$ cat src/rtl/if_fetch_queue_if.sv
// Fetch-queue bus bundle: instruction-memory request/response channel plus the
// decode-side presentation channel.
//   master : the fetch queue (drives requests and the decode-facing pair)
//   slave  : the environment (memory model / decode stage)
// Signals:
//   imem_req_valid/ready/addr : fetch request handshake
//   imem_rsp_valid/data       : in-order responses, no backpressure
//   id_valid/ready/pc/instr   : head entry presented to decode
interface if_fetch_queue_if #(
  parameter int unsigned XLEN = 32
);
  logic            imem_req_valid;
  logic            imem_req_ready;
  logic [XLEN-1:0] imem_req_addr;
  logic            imem_rsp_valid;
  logic [XLEN-1:0] imem_rsp_data;
  logic            id_valid;
  logic            id_ready;
  logic [XLEN-1:0] id_pc;
  logic [XLEN-1:0] id_instr;

  modport master (
    output imem_req_valid,
    input  imem_req_ready,
    output imem_req_addr,
    input  imem_rsp_valid,
    input  imem_rsp_data,
    output id_valid,
    input  id_ready,
    output id_pc,
    output id_instr
  );

  modport slave (
    input  imem_req_valid,
    output imem_req_ready,
    input  imem_req_addr,
    output imem_rsp_valid,
    output imem_rsp_data,
    input  id_valid,
    output id_ready,
    input  id_pc,
    input  id_instr
  );
endinterface

$ cat src/rtl/if_fetch_queue.sv
// Instruction-fetch queue sitting behind the PC counter.
// Issues the current PC to instruction memory, collects in-order responses into a
// DEPTH-entry queue of {pc, instr} pairs and presents the head to decode. A flush
// (branch redirect) discards every queued entry and turns all outstanding
// responses into drops.
// Ports:
//   clk, reset_n : clock (rising edge), asynchronous active-low reset
//   pc           : current PC from the PC counter
//   flush        : branch redirect (PC counter loads the target)
//   pc_write     : PC counter update enable (request accepted or flush)
//   bus          : memory request/response and decode channels (master side)
module if_fetch_queue #(
  parameter int unsigned DEPTH = 4,
  parameter int unsigned XLEN  = 32
) (
  input  logic             clk,
  input  logic             reset_n,
  input  logic [XLEN-1:0]  pc,
  input  logic             flush,
  output logic             pc_write,
  if_fetch_queue_if.master bus
);

  localparam int unsigned PtrW = $clog2(DEPTH);
  localparam int unsigned CntW = PtrW + 1;
  localparam logic [CntW-1:0] DepthCnt = CntW'(DEPTH);

  logic [PtrW-1:0]  head_q, head_d;
  logic [PtrW-1:0]  tail_q, tail_d;
  logic [PtrW-1:0]  fill_q, fill_d;
  logic [CntW-1:0]  alloc_q, alloc_d;
  logic [CntW-1:0]  inflight_q, inflight_d;
  logic [CntW-1:0]  drop_q, drop_d;
  logic [DEPTH-1:0] filled_q, filled_d;
  logic [XLEN-1:0]  pc_mem_q [DEPTH];
  logic [XLEN-1:0]  instr_mem_q [DEPTH];
  // Holds requests off for the first cycle after reset release so nothing is
  // issued while reset_n is low.
  logic             active_q;

  logic full;
  logic req_valid;
  logic accept;
  logic rsp_keep;
  logic head_valid;
  logic pop;

  // Request / pop qualification
  always_comb begin
    full       = (alloc_q == DepthCnt);
    // While drops are pending, issue only when a response retires one this
    // cycle, so drops plus allocated entries never exceed DEPTH in flight.
    req_valid  = active_q && !flush && !full &&
                 ((drop_q == '0) || bus.imem_rsp_valid);
    accept     = req_valid && bus.imem_req_ready;
    rsp_keep   = bus.imem_rsp_valid && (drop_q == '0) && !flush;
    head_valid = (alloc_q != '0) && filled_q[head_q];
    pop        = head_valid && bus.id_ready && !flush;
  end

  // Next-state
  always_comb begin
    head_d     = head_q;
    tail_d     = tail_q;
    fill_d     = fill_q;
    alloc_d    = alloc_q;
    filled_d   = filled_q;
    inflight_d = inflight_q + CntW'(accept) - CntW'(bus.imem_rsp_valid);
    drop_d     = drop_q;

    if (flush) begin
      head_d   = '0;
      tail_d   = '0;
      fill_d   = '0;
      alloc_d  = '0;
      filled_d = '0;
      // Everything still outstanding after this cycle's response is wrong-path.
      drop_d   = inflight_q - CntW'(bus.imem_rsp_valid);
    end else begin
      if (pop) begin
        head_d           = head_q + PtrW'(1);
        filled_d[head_q] = 1'b0;
      end
      if (accept) begin
        tail_d           = tail_q + PtrW'(1);
        filled_d[tail_q] = 1'b0;
      end
      if (rsp_keep) begin
        fill_d           = fill_q + PtrW'(1);
        filled_d[fill_q] = 1'b1;
      end
      alloc_d = alloc_q + CntW'(accept) - CntW'(pop);
      if (bus.imem_rsp_valid && (drop_q != '0)) begin
        drop_d = drop_q - CntW'(1);
      end
    end
  end

  // Control state
  always_ff @(posedge clk or negedge reset_n) begin
    if (!reset_n) begin
      head_q     <= '0;
      tail_q     <= '0;
      fill_q     <= '0;
      alloc_q    <= '0;
      inflight_q <= '0;
      drop_q     <= '0;
      filled_q   <= '0;
      active_q   <= 1'b0;
    end else begin
      head_q     <= head_d;
      tail_q     <= tail_d;
      fill_q     <= fill_d;
      alloc_q    <= alloc_d;
      inflight_q <= inflight_d;
      drop_q     <= drop_d;
      filled_q   <= filled_d;
      active_q   <= 1'b1;
    end
  end

  // Entry storage; cleared on reset so id_pc/id_instr read zero afterwards.
  always_ff @(posedge clk or negedge reset_n) begin
    if (!reset_n) begin
      for (int unsigned i = 0; i < DEPTH; i++) begin
        pc_mem_q[i]    <= '0;
        instr_mem_q[i] <= '0;
      end
    end else begin
      if (accept) begin
        pc_mem_q[tail_q] <= pc;
      end
      if (rsp_keep) begin
        instr_mem_q[fill_q] <= bus.imem_rsp_data;
      end
    end
  end

  // Outputs
  always_comb begin
    bus.imem_req_valid = req_valid;
    bus.imem_req_addr  = pc;
    bus.id_valid       = head_valid;
    bus.id_pc          = pc_mem_q[head_q];
    bus.id_instr       = instr_mem_q[head_q];
    pc_write           = accept || (active_q && flush);
  end

endmodule

$ cat src/flat_wrapper.sv
// flat-port wrapper written by rule: the top's interface ports become plain ports
module if_fetch_queue_flat 
#(
  parameter int unsigned DEPTH = 4,
  parameter int unsigned XLEN  = 32
)
  (clk, reset_n, pc, flush, pc_write, bus_imem_req_valid, bus_imem_req_ready, bus_imem_req_addr, bus_imem_rsp_valid, bus_imem_rsp_data, bus_id_valid, bus_id_ready, bus_id_pc, bus_id_instr);
  if_fetch_queue_if #(.XLEN(XLEN)) bus_i ();
  input  logic clk;
  input  logic reset_n;
  input  logic [XLEN-1:0] pc;
  input  logic flush;
  output logic pc_write;
  output wire logic [$bits(bus_i.imem_req_valid)-1:0] bus_imem_req_valid;
  input wire logic [$bits(bus_i.imem_req_ready)-1:0] bus_imem_req_ready;
  output wire logic [$bits(bus_i.imem_req_addr)-1:0] bus_imem_req_addr;
  input wire logic [$bits(bus_i.imem_rsp_valid)-1:0] bus_imem_rsp_valid;
  input wire logic [$bits(bus_i.imem_rsp_data)-1:0] bus_imem_rsp_data;
  output wire logic [$bits(bus_i.id_valid)-1:0] bus_id_valid;
  input wire logic [$bits(bus_i.id_ready)-1:0] bus_id_ready;
  output wire logic [$bits(bus_i.id_pc)-1:0] bus_id_pc;
  output wire logic [$bits(bus_i.id_instr)-1:0] bus_id_instr;
  assign bus_imem_req_valid = bus_i.imem_req_valid;
  assign bus_i.imem_req_ready = bus_imem_req_ready;
  assign bus_imem_req_addr = bus_i.imem_req_addr;
  assign bus_i.imem_rsp_valid = bus_imem_rsp_valid;
  assign bus_i.imem_rsp_data = bus_imem_rsp_data;
  assign bus_id_valid = bus_i.id_valid;
  assign bus_i.id_ready = bus_id_ready;
  assign bus_id_pc = bus_i.id_pc;
  assign bus_id_instr = bus_i.id_instr;
  if_fetch_queue #(.DEPTH(DEPTH), .XLEN(XLEN)) u_core (.clk(clk), .reset_n(reset_n), .pc(pc), .flush(flush), .pc_write(pc_write), .bus(bus_i));
endmodule
$ cat config.mk
export PLATFORM = sky130hd
export DESIGN_NAME = if_fetch_queue_flat
export DESIGN_NICKNAME = d
export VERILOG_FILES = /design/src/rtl/if_fetch_queue_if.sv /design/src/rtl/if_fetch_queue.sv /design/src/flat_wrapper.sv
export SDC_FILE = /design/constraint.sdc
export NUM_CORES = 1
export LEC_CHECK = 0
export CORE_MARGIN = 2
export CORE_UTILIZATION = 28
export CTS_BUF_LIST = sky130_fd_sc_hd__clkbuf_8 sky130_fd_sc_hd__clkbuf_16
export CTS_CLUSTER_SIZE = 10
export DETAILED_ROUTE_END_ITERATION = 8
export PLACE_DENSITY = 0.44
export SLEW_MARGIN = 20
export SYNTH_ARGS = -nofsm -noshare
export SYNTH_HDL_FRONTEND = slang
export SYNTH_SLANG_ARGS = --single-unit
$ cat constraint.sdc
create_clock -name clk -period 3.25 [get_ports clk]
set_input_delay 0.4875 -clock clk [delete_from_list [all_inputs] [get_ports clk]]
set_output_delay 0.4875 -clock clk [all_outputs]
set_load 0.02 [all_outputs]
---- Word-level counts from Yosys, hierarchy flattened ----
Cells that the tools add are included.
cells by class
  equality and inequality tests ........... 1
  reduce and logical (&&, ||, !) cells .... 27
  $add $sub $neg .......................... 9
  muxes and demuxes ....................... 35
  order comparisons ....................... 11
  bitwise gates (word level) .............. 8
operators by type and width
  kind                                                                                 count
  128-bit bitwise mux                                                                  2
  32-bit two-way mux                                                                   6
  32-bit binary-select mux with 2-bit select                                           2
  32-bit demux with 2-bit select                                                       2
  4-bit two-way mux                                                                    6
  1-bit logical AND                                                                    16
  2-bit two-way mux                                                                    6
  3-bit greater-or-equal comparator, second input constant                             3
  2-bit by 3-bit less-than comparator with 1-bit output, second input constant         3
  3-bit two-way mux                                                                    3
  2-bit inverter with 3-bit output                                                     3
  3-bit by 1-bit subtractor with 3-bit output                                          3
  4-bit bitwise AND                                                                    2
  4-bit inverter                                                                       2
  2-bit nonzero test                                                                   4
  2-bit by 1-bit adder with 2-bit output, second input constant                        3
  3-bit by 1-bit adder with 3-bit output                                               2
  1-bit demux with 2-bit select                                                        3
  2-bit by 1-bit greater-or-equal comparator with 1-bit output, second input constant  3
  3-bit by 1-bit less-than comparator with 1-bit output, second input constant         2
  3-bit nonzero test                                                                   2
  1-bit two-way mux                                                                    4
  4-bit OR                                                                             1
  3-bit equality test, second input constant                                           1
  other kinds (5)                                                                      7
word-level totals
  output and inout bits ................... 99
  logic and storage cells ................. 107
  flip-flop bits (word level) ............. 276

---- Logic depth before layout (Yosys ltp) ----
  depth in word-level cells ............... 14
  mapped depth ............................ 13

---- Worst setup path after synthesis ----
No wires, ideal clock.
  kind .................................... register -> register
  from .................................... register u_core.head_q[0]
  to ...................................... register u_core.alloc_q[2]
  slack ................................... 468 ps
  period minus slack after synthesis ...... 2782 ps
  buffers on the path ..................... 2
  data required time ...................... 3118 ps
  setup time .............................. 132 ps
  stages on the path, launching flop included .. 14
  arrival time ............................ 2650 ps
  cells stage by stage .................... dfrtp_1 -> clkbuf_1 -> mux4_2 -> and3_1 -> clkbuf_1 -> nor2b_1 -> ha_1 -> inv_1 -> ha_1 -> inv_1 -> fa_1 -> xor2_1 -> xnor2_1 -> nor2_1
on the way
  word-level cells in the longest chain between the ends .. 7
ends and longest elaborated chain
  item                                         RTL line               RTL
  from (decl)                                  if_fetch_queue.sv:28   logic [PtrW-1:0] head_q, head_d;
  from (signal assigned)                       if_fetch_queue.sv:102  head_q <= '0;
  from (signal assigned)                       if_fetch_queue.sv:111  head_q <= head_d;
  1-bit binary-select mux with 2-bit select    if_fetch_queue.sv:57   head_valid = (alloc_q != '0) && filled_q[head_q];
  1-bit two-way mux (implied by the code)      if_fetch_queue.sv:57
  1-bit logical AND                            if_fetch_queue.sv:57
  1-bit logical AND (2 in series)              if_fetch_queue.sv:58   pop = head_valid && bus.id_ready && !flush;
  3-bit by 1-bit subtractor with 3-bit output  if_fetch_queue.sv:92   alloc_d = alloc_q + CntW'(accept) - CntW'(pop);
  3-bit two-way mux                            if_fetch_queue.sv:71   if (flush) begin
  named net u_core.alloc_d[2]                  if_fetch_queue.sv:31   logic [CntW-1:0] alloc_q, alloc_d;
  to (signal assigned)                         if_fetch_queue.sv:114  alloc_q <= alloc_d;
  to (decl)                                    if_fetch_queue.sv:31
The timed path passes the listed nets, and every way through them passes these cells. The select of a mux whose other input is x is not followed.
A chain may end at the register's enable or synchronous reset.

---- Final worst setup path ----
  from .................................... register u_core.head_q[0]
  to ...................................... output bus_id_instr[23]
on the way
  word-level cells in the longest chain between the ends .. 4
ends and longest elaborated chain
  item                                                    RTL line               RTL
  2-bit inverter with 3-bit output (implied by the code)  if_fetch_queue.sv:145  bus.id_instr = instr_mem_q[head_q];
  32-bit binary-select mux with 2-bit select              if_fetch_queue.sv:145
  32-bit two-way mux (implied by the code) (2 in series)  if_fetch_queue.sv:145
  to (decl)                                               flat_wrapper.sv:22     output wire logic [$bits(bus_i.id_instr)-1:0] bus_id_instr;
Every way passes these cells. The select of a mux whose other input is x is not followed.

==> impl_results.md <==
- VDD IR max: between 0.0003 and 0.0004 V
- Post-DP Area: between 15000 and 20000 µm²
- Routability congestion estimate: ~0.68
- 1st-iter DRT viols: around 270
- Overall Power: approximately 11 mW
- Hold WC Path Type: flop to flop
- DRC: 0
- Final min period: 3.11 ns
- Setup TNS: 0 ns
- Later-pin clock latency in the skew report: ~0.53 ns
- Total congestion overflow: 0
- # Post-CTS Setup Buffers: 0
- Internal power: ~8.0 mW
- Die Y-Extent: around 220 µm
- Yosys top cell area share: 0.541
- Combinational fraction of design power: 0.268
- Top cells by area, synth: dfrtp_1 54%, mux2_2 15%, mux4_2 11%
- MaxCap Viol Count: 0
- Setup CP Type: flop to output pin
- Reg-to-reg setup timing slack: 0.45 ns
- Switching Fraction: 0.277
- DR vias/cell: 4.56
- Endpoint class of the critical path: output pin
- Sequential cell area fraction in the yosys report: 0.541
- Layout cell share with drive strength beyond 1: 0.388
- Post-Synthesis Net Count: between 800 and 900
- Die W: 218 µm
- Seq pwr share: 0.396
- CTS root buffer: clkbuf_16
- Syn-to-layout area delta: 26.8%
- I/O Buffers: 168
- Pwr Density: between 600 and 700 nW/µm²
- Syn. warnings: 0
- DP HPWL: 17.8 mm
- Most common cell after layout, fill and taps aside: dfrtp_1
- Pre-CTS setup slack: 0.320 ns
- Core box area: ~45000 µm²
- Tcrit/Tclk final: 0.956
- Leakage: ~7.5 nW
- IO Count: 169
- All-Layer GR Usage: 0.135
- CP max FO: 34
- Number of global-route vias before repair: between 7000 and 8000
- Setup Skew: between 0.01 and 0.015 ns
- Cell taking the most area after synthesis: dfrtp_1
- First-pass GRT wire length: about 48 mm
- TritonCTS clock tree: done
- Clock sinks: ~280
- Max-slew violations: 0
- Worst Path Arrival: roughly 2.6 ns
- Syn Area/Cell: about 16 µm²
- CP required: about 2.8 ns
- Fmax: approximately 0.32 GHz
- Largest net degree at the start of global routing: 86
- Worst setup margin: approximately 0.14 ns
- Status: complete, no violations
- DR vias: 7058
- Wirelength, routed: slightly above 30 mm
- Area of the mapped netlist: about 13000 µm²
- FF+latch count, synth: about 280
- Sw Pwr: 3.08 mW
- Die area: about 47000 µm²
- Site Rows: between 70 and 80
- Antenna viol nets, final: 0
- Design area: ~16000 µm²
- ANT cells: 0
- Commonest cells after routing, fill and taps aside: 274 x dfrtp_1, 167 x mux2_2, 167 x clkdlybuf4s50_1, 65 x mux4_2, 60 x mux2_4
- Worst-margin pin slew: 0.741 ns
- First drt pass iteration count: 4
- Minimum hold slack: about 0.48 ns
- Kind of start point of the critical path: flop
- Max clock buf depth: 3
- H-tree levels: 2
- Initial core utilization: 0.283
- Clock Power Share: 0.336
- Final hold vios: 0
- Post-Syn Instances: between 700 and 800
- Finish-stage setup viols: 0
- Final #Nets: 1023
- Drt wl/cell: 19.9 µm
- RSZ-0062 raised after global routing: no
- Worst-path clk slew: approximately 0.060 ns
- Initial antenna violation count: 1
- Count of cell types in the netlist: 38
- CTS buffer count: 36
- Max-Slew Margin vs Limit: 0.506
-- per-layer routing --
layer	track usage	wire length (µm)	up-vias
met1	0.182	14000	3775
met5	0	13	-
met3	0.0336	1380	40
met2	0.215	14800	127
met4	0.0368	544	2
li1	-	-	3114
-- power by group through the flow --
| stage | Clock [mW] | Sequential, mW | Combinational [mW] |
|---|---|---|---|
| 2_1_floorplan | 0 | 4.34 | 1.82 |
| 3_3_place_gp | 0 | 4.45 | 3.01 |
| 3_5_place_dp | 0 | 4.45 | 3.04 |
| 4_1_cts | 3.93 | 4.40 | 3.05 |
| 5_1_grt | 4.08 | 4.49 | 3.20 |
| 6_report | 3.73 | 4.40 | 2.98 |
-- registers in the layout, indices dropped and copies added (netlist names) --
| name | flops |
|---|---|
| u_core.pc_mem_q | 128 |
| u_core.fill_q | 2 |
| u_core.instr_mem_q | 128 |
| u_core.filled_q | 4 |
| u_core.active_q | 1 |
| u_core.tail_q | 2 |
| u_core.alloc_q | 3 |
| u_core.head_q | 2 |
| u_core.inflight_q | 3 |
| u_core.drop_q | 3 |
-- Yosys cell counts, drive strengths merged --
| cell | n |
|---|---|
| mux2 | 257 |
| clkbuf | 7 |
| ha | 20 |
| nor3b | 1 |
| o31ai | 1 |
| a2111oi | 1 |
| a221o | 3 |
| and3 | 2 |
| nor3 | 3 |
| mux4 | 65 |
| o41ai | 1 |
| a211oi | 1 |
| nand2 | 15 |
| and2 | 1 |
| a21oi | 2 |
| a211o | 1 |
| buf | 68 |
| or3 | 1 |
| dfrtp | 276 |
| fa | 2 |
| nand3 | 1 |
| inv | 21 |
| xor2 | 1 |
| nand2b | 5 |
| mux2i | 2 |
| nor2 | 9 |
| o21ai | 2 |
| nor2b | 3 |
| xnor2 | 8 |
| conb | 1 |
-- stage by stage --
| step | utilization | cells |
|---|---|---|
| after floorplan | - | 781 |
| after global placement | 0.333 | 1491 |
| after detailed placement | 0.333 | 1491 |
| after CTS | 0.358 | 1549 |
| after global routing | 0.358 | 1549 |
| final | 0.358 | 1549 |
-- critical path, stage by stage (launching register included) --
cell and delay (ns):
dfrtp_4 0.46, bufbuf_16 0.46, mux4_2 0.54, clkdlybuf4s50_1 0.60
-- final timing paths --
| path | start | depth (start not counted) | endpoint |
|---|---|---|---|
| worst max-delay path | u_core.head_q[0] | 3 | bus_id_instr[23] |
| worst min-delay path | u_core.pc_mem_q[118] | 1 | u_core.pc_mem_q[118] |
| worst max register to register | u_core.head_q[0] | 11 | u_core.alloc_q[2] |
| worst min register to register | u_core.pc_mem_q[118] | 1 | u_core.pc_mem_q[118] |
| max in group asynchronous | reset_n | 3 | u_core.instr_mem_q[19] |
| min in group asynchronous | reset_n | 2 | u_core.pc_mem_q[56] |
-- cells by family after synthesis --
group,synth area share
compound gates,0.00862
xor+xnor,0.00617
fa+ha+maj,0.0227
buf+inv,0.0433
flops,0.541
mux,0.360
other cells,0.000294
simple gates,0.0176
-- what timing repair did --
action | 4_1_cts | 5_1_grt
hold endpoints to repair | 37 | 0
setup endpoints to repair | 43 | 0
resized for setup | 1 | 0
hold buffers | 1 | 0
-- cell type report --
| type | instances | area, µm² |
|---|---|---|
| clock buffers | 40 | 967 |
| fillers | 4333 | 29000 |
| flip-flops and latches | 276 | 6910 |
| repair buffers | 187 | 2030 |
| inverters | 21 | 78.8 |
| multi-input cells | 409 | 5330 |
| clock inverters | 16 | 124 |
| well taps | 600 | 751 |
Note: power is estimated with default switching activity, not from simulation.
